File: src/rtl/mem_access_unit.sv
// MEM-stage load/store engine: issues one valid/ready data-memory transaction
// per load/store, formats load data for MEM/WB and stalls the pipeline meanwhile.
module mem_access_unit #(
  parameter int unsigned RESP_TIMEOUT = 64
) (
  input  logic        clk,
  input  logic        reset,
  input  logic        mem_read_ctrl_mem,
  input  logic        mem_write_ctrl_mem,
  input  logic [1:0]  mem_size_mem,
  input  logic        mem_unsigned_mem,
  input  logic [31:0] alu_result_mem,
  input  logic [31:0] rs2_data_mem,
  input  logic        hold_mem,
  output logic [31:0] mem_data_out_mem,
  output logic        stall_mem,
  output logic        misaligned_mem,
  output logic        timeout_err,
  output logic        dmem_req_valid,
  input  logic        dmem_req_ready,
  output logic        dmem_req_we,
  output logic [31:0] dmem_req_addr,
  output logic [31:0] dmem_req_wdata,
  output logic [3:0]  dmem_req_be,
  input  logic        dmem_resp_valid,
  input  logic [31:0] dmem_resp_rdata
);

  localparam int unsigned CW = (RESP_TIMEOUT > 1) ? $clog2(RESP_TIMEOUT) : 1;
  localparam logic [CW-1:0] CNT_LAST = CW'(RESP_TIMEOUT - 1);

  typedef enum logic [1:0] {IDLE, REQ, WAIT_RESP, DONE} state_t;

  state_t        state, state_next;
  logic [CW-1:0] wait_cnt;
  logic          access, illegal, legal;
  logic [31:0]   store_wdata;
  logic [3:0]    store_be;
  logic [1:0]    lane_q, size_q;
  logic          unsigned_q, load_q;
  logic [7:0]    byte_sel;
  logic [15:0]   half_sel;
  logic [31:0]   load_fmt;
  logic          resp_hit, timeout_hit;

  always_comb begin
    access  = mem_read_ctrl_mem | mem_write_ctrl_mem;
    illegal = (mem_size_mem == 2'b11)
            | ((mem_size_mem == 2'b01) & alu_result_mem[0])
            | ((mem_size_mem == 2'b10) & (|alu_result_mem[1:0]));
    legal          = access & ~illegal;
    misaligned_mem = access & illegal;
  end

  always_comb begin
    store_wdata = rs2_data_mem;
    store_be    = 4'b1111;
    case (mem_size_mem)
      2'b00: begin
        store_wdata = {4{rs2_data_mem[7:0]}};
        store_be    = 4'b0001 << alu_result_mem[1:0];
      end
      2'b01: begin
        store_wdata = {2{rs2_data_mem[15:0]}};
        store_be    = 4'b0011 << {alu_result_mem[1], 1'b0};
      end
      default: ;
    endcase
  end

  // Lane and size were captured at issue, so formatting is independent of
  // whatever the EX/MEM inputs show while the response arrives.
  always_comb begin
    case (lane_q)
      2'd0:    byte_sel = dmem_resp_rdata[7:0];
      2'd1:    byte_sel = dmem_resp_rdata[15:8];
      2'd2:    byte_sel = dmem_resp_rdata[23:16];
      default: byte_sel = dmem_resp_rdata[31:24];
    endcase
    half_sel = lane_q[1] ? dmem_resp_rdata[31:16] : dmem_resp_rdata[15:0];
    case (size_q)
      2'b00:   load_fmt = {{24{~unsigned_q & byte_sel[7]}}, byte_sel};
      2'b01:   load_fmt = {{16{~unsigned_q & half_sel[15]}}, half_sel};
      default: load_fmt = dmem_resp_rdata;
    endcase
  end

  always_comb begin
    resp_hit    = (state == WAIT_RESP) & dmem_resp_valid;
    timeout_hit = (state == WAIT_RESP) & ~dmem_resp_valid & (wait_cnt == CNT_LAST);
  end

  always_ff @(posedge clk) begin
    if (reset) state <= IDLE;
    else       state <= state_next;
  end

  always_comb begin
    state_next = state;
    case (state)
      IDLE:      if (legal && !hold_mem)        state_next = REQ;
      REQ:       if (dmem_req_ready)            state_next = WAIT_RESP;
      WAIT_RESP: if (resp_hit || timeout_hit)   state_next = DONE;
      DONE:      if (!hold_mem)                 state_next = IDLE;
      default:                                  state_next = IDLE;
    endcase
  end

  always_comb begin
    stall_mem = 1'b0;
    case (state)
      IDLE:             stall_mem = legal;
      REQ, WAIT_RESP:   stall_mem = 1'b1;
      default:          stall_mem = 1'b0;
    endcase
  end

  always_ff @(posedge clk) begin
    if (reset) begin
      dmem_req_valid   <= 1'b0;
      dmem_req_we      <= 1'b0;
      dmem_req_addr    <= '0;
      dmem_req_wdata   <= '0;
      dmem_req_be      <= '0;
      mem_data_out_mem <= '0;
      timeout_err      <= 1'b0;
      wait_cnt         <= '0;
      lane_q           <= '0;
      size_q           <= '0;
      unsigned_q       <= 1'b0;
      load_q           <= 1'b0;
    end else begin
      timeout_err <= timeout_hit;
      case (state)
        IDLE: begin
          if (legal && !hold_mem) begin
            dmem_req_valid <= 1'b1;
            dmem_req_we    <= ~mem_read_ctrl_mem;
            dmem_req_addr  <= {alu_result_mem[31:2], 2'b00};
            dmem_req_wdata <= store_wdata;
            dmem_req_be    <= store_be;
            lane_q         <= alu_result_mem[1:0];
            size_q         <= mem_size_mem;
            unsigned_q     <= mem_unsigned_mem;
            load_q         <= mem_read_ctrl_mem;
          end
        end
        REQ: begin
          if (dmem_req_ready) begin
            dmem_req_valid <= 1'b0;
            wait_cnt       <= '0;
          end
        end
        WAIT_RESP: begin
          if (dmem_resp_valid) begin
            if (load_q) mem_data_out_mem <= load_fmt;
          end else if (wait_cnt == CNT_LAST) begin
            mem_data_out_mem <= '0;
          end else begin
            wait_cnt <= wait_cnt + CW'(1);
          end
        end
        default: ;
      endcase
    end
  end

endmodule

File: config.mk
export PLATFORM = sky130hd
export DESIGN_NAME = mem_access_unit
export DESIGN_NICKNAME = d
export VERILOG_FILES = /design/src/rtl/mem_access_unit.sv
export SDC_FILE = /design/constraint.sdc
export NUM_CORES = 1
export LEC_CHECK = 0
export BUFFER_PORTS_ARGS = -buffer_cell sky130_fd_sc_hd__buf_4
export CAP_MARGIN = 20
export CORE_AREA = 2 2 132 96
export CTS_BUF_LIST = sky130_fd_sc_hd__clkbuf_8
export CTS_CLUSTER_DIAMETER = 60
export DETAILED_ROUTE_END_ITERATION = 12
export DIE_AREA = 0 0 134 98
export GPL_TIMING_DRIVEN = 0
export PLACE_DENSITY = 0.84
export SETUP_SLACK_MARGIN = 0.5
export SLEW_MARGIN = 20
export SYNTH_ARGS = -nofsm -noshare
export SYNTH_HDL_FRONTEND = slang
export SYNTH_SLANG_ARGS = --single-unit
File: constraint.sdc
create_clock -name clk -period 2.2 [get_ports clk]
set_clock_uncertainty 0.1 [all_clocks]
set_input_delay 0.66 -clock clk [delete_from_list [all_inputs] [get_ports clk]]
set_output_delay 0.66 -clock clk [all_outputs]
set_load 0.05 [all_outputs]
==> metrics.yaml <==
fillers: 687
power_mw: 7.44
drt_pass1_iterations: 8
fp-row-count: 34
syn_inst: 619
synth_area_leaders: "dfxtp_1, nand2_1, a21oi_1, mux2i_1, o2bb2ai_1"
drtIter0Drc: 554
tritoncts: "built"
synth_adder_area_share_pct: 1.44
hp-class: "input pin to flip-flop"
max_cap_violations: 0
fin_util_pct: 79.3
drcViolationCount: 0
cp-startpoint: "mem_write_ctrl_mem"
max-clock-path-buffers: 2
overflow: 0
synth-async-reset-ratio_pct: 0
start_util_pct: 43.7
grt_max_degree: 17
vias: 6178
synth_compound_area_share_pct: 25.1
synth_xor_area_share_pct: 0
worst_slack_ps: -156
grt_pass1_vias: 5816
cts_hold_buf: 0
final.min_clock_period_ps: 2360
holdWs_ps: 341
r2r_setup_slack_ps: 270
antenna_found_initial: 0
post-route-period-util_pct: 107
powerDensity_mw_per_mm2: 785
leakagePower_nw: 3.84
syn_area_sq_mm: 0.00522
r2r-end: "dmem_req_be[2]"
cp.arrival_ps: 1600
required_ps: 1440
die_x_um: 134
stdcell_area_sq_mm: 0.00948
worst_pin_slew_ps: 737
slew_viol_final: 0
placement.cell_area_sq_mm: 0.00718
synth-seq-cells: 115
drt_wl_total_mm: 22.2
synth_top_area_share_pct: 44.1
coreArea_sq_mm: 0.0120
tns_ps: -265
grtUsageTotal_pct: 30.6
hold_depth: 3
grt_pass1_wl_mm: 31.3
wl_per_cell_um: 20.8
ios: 211
cp-end-kind: "output port"
ys.flop_type: "dfxtp_1"
final-setup-viol-count: 2
path_clk_slew_ps: 80
clock-sinks: 115
violations: "setup timing"
die_h_um: 98
synth_edf_count: 0
crit_type: "input pin to output port"
diodes: 0
nets: 1005
clk_latency_ps: 450
viasPerCell: 5.78
syn_area_per_cell_sq_um: 8.43
rsz0062_at_grt: "yes"
io_buffers: 208
path_max_fanout: 2
start_kind: "input pin"
fmax_mhz: 424
status: "finished with violations"
drive_gt1_share_pct: 57.4
ys_seq_area_share_pct: 44.1
muxShareOfSynthArea_pct: 7.05
ctsHtreeMaxLevel: 4
ir_worst_vdd_uv: 504
yosys_warnings: 0
syn_to_final_growth_pct: 81.5
die_area_sq_mm: 0.0131
hpwl_mm: 12.6
synth_top_family_by_area: "compound AO/OA/AOI/OAI gates"
yosys.area.top_type: "dfxtp_1"
ant_nets: 0
reg2reg_from: "state[1]"
crit_end: "stall_mem"
hold_viol: 0
gp_congestion: 0.910
reg2reg_depth: 5
ys_types: 55
synthSimpleGateAreaFrac_pct: 17.1
cts_buffers: 17
cts.root.buffer_cell: "clkbuf_8"
maxSlewHeadroom_pct: 50.9
==> sequential cells by signal, indices dropped and copies added (netlist names) <==
register	cells
dmem_req_we	1
load_q	1
state	2
dmem_req_addr	30
dmem_req_be	4
timeout_err	1
dmem_req_wdata	32
lane_q	2
mem_data_out_mem	32
size_q	2
dmem_req_valid	1
wait_cnt	6
unsigned_q	1
==> kinds of logic after synthesis <==
group	count (synthesis)
simple gates	205
compound gates	195
flops	115
buf+inv	61
mux	36
fa+ha+maj	6
other cells	1
==> cells in the final DEF, fill, tap and decap left out, types with 6 or more instances in the layout <==
cell type | netlist | routed
buf_4 | 4 | 149
nand2_1 | 130 | 126
buf_8 | 0 | 102
dfxtp_2 | 0 | 94
a21oi_1 | 76 | 72
mux2i_1 | 30 | 25
o21ai_0 | 24 | 23
clkbuf_8 | 0 | 21
nor2_1 | 33 | 21
nand2b_1 | 20 | 19
buf_6 | 0 | 16
o2bb2ai_1 | 21 | 15
inv_1 | 14 | 14
dfxtp_4 | 0 | 14
o211ai_1 | 12 | 12
a211oi_2 | 0 | 10
a311oi_2 | 2 | 10
nor2_4 | 0 | 9
clkbuf_2 | 0 | 9
clkbuf_1 | 22 | 9
a211oi_1 | 18 | 8
o32ai_2 | 1 | 8
dfxtp_1 | 115 | 7
o2bb2ai_2 | 0 | 6
mux2_2 | 6 | 6
==> through the flow <==
step                setup slack, ps  std cells
finish                         -156       1068
global route                   -191       1068
CTS                            -161       1045
detailed placement             -233        990
global placement               -231        990
floorplan                     -5.73        620
==> power breakdown <==
part / switching (mW) / internal, mW / total (mW)
registers: 0.170 / 2.28 / 2.45
clock network: 0.965 / 1.26 / 2.22
logic: 1.58 / 1.19 / 2.76
==> repair_timing <==
action | CTS | global route
resized for setup | 360 | 87
cloned | 4 | 1
endpoints found under the setup margin | 200 | 216
buffers inserted | 19 | 22
pin swaps | 27 | 24
==> synthesized netlist by cell type (all sizes together) (9+ instances only) <==
| library cell | count |
|---|---|
| nand2 | 130 |
| dfxtp | 115 |
| a21oi | 77 |
| nor2 | 33 |
| mux2i | 30 |
| o21ai | 28 |
| buf | 24 |
| clkbuf | 22 |
| nand2b | 21 |
| o2bb2ai | 21 |
| a211oi | 18 |
| inv | 14 |
| o211ai | 12 |
| a311oi | 10 |
| o32ai | 9 |
==> critical path, cell delays in order <==
cell	delay (ps)
buf_6	100
or2_4	240
buf_8	120
o21a_1	110
a21oi_2	170
nor2_4	50
buf_8	140
==> worst min path at each step <==
stage | end | from | slack [ps]
after floorplan | unsigned_q | unsigned_q | 340
after global placement | dmem_req_addr[19] | dmem_req_addr[19] | 340
after detailed placement | dmem_req_addr[20] | dmem_req_addr[20] | 350
after CTS | dmem_req_addr[6] | alu_result_mem[6] | 330
after global routing | dmem_req_addr[24] | alu_result_mem[24] | 330
final | dmem_req_addr[6] | alu_result_mem[6] | 340
==> final cells by class <==
type,instances,area [sq um],area share [%]
Clock inverter,14,188,1.98
Timing Repair Buffer,254,2750,29.0
Sequential cell,115,2470,26.1
Tap cell,162,203,2.14
Buffer,46,384,4.05
Clock buffer,18,248,2.61
Multi-Input combinational cell,444,3170,33.5
Inverter,15,58.8,0.620
==> routing by layer <==
| layer | global-route usage (%) | wire (um) |
|---|---|---|
| met5 | 0 | 0 |
| met4 | 13.3 | 898 |
| met3 | 9.61 | 2120 |
| met2 | 49.5 | 10700 |
| met1 | 37.6 | 8560 |
(Power assumes the default switching activity.)
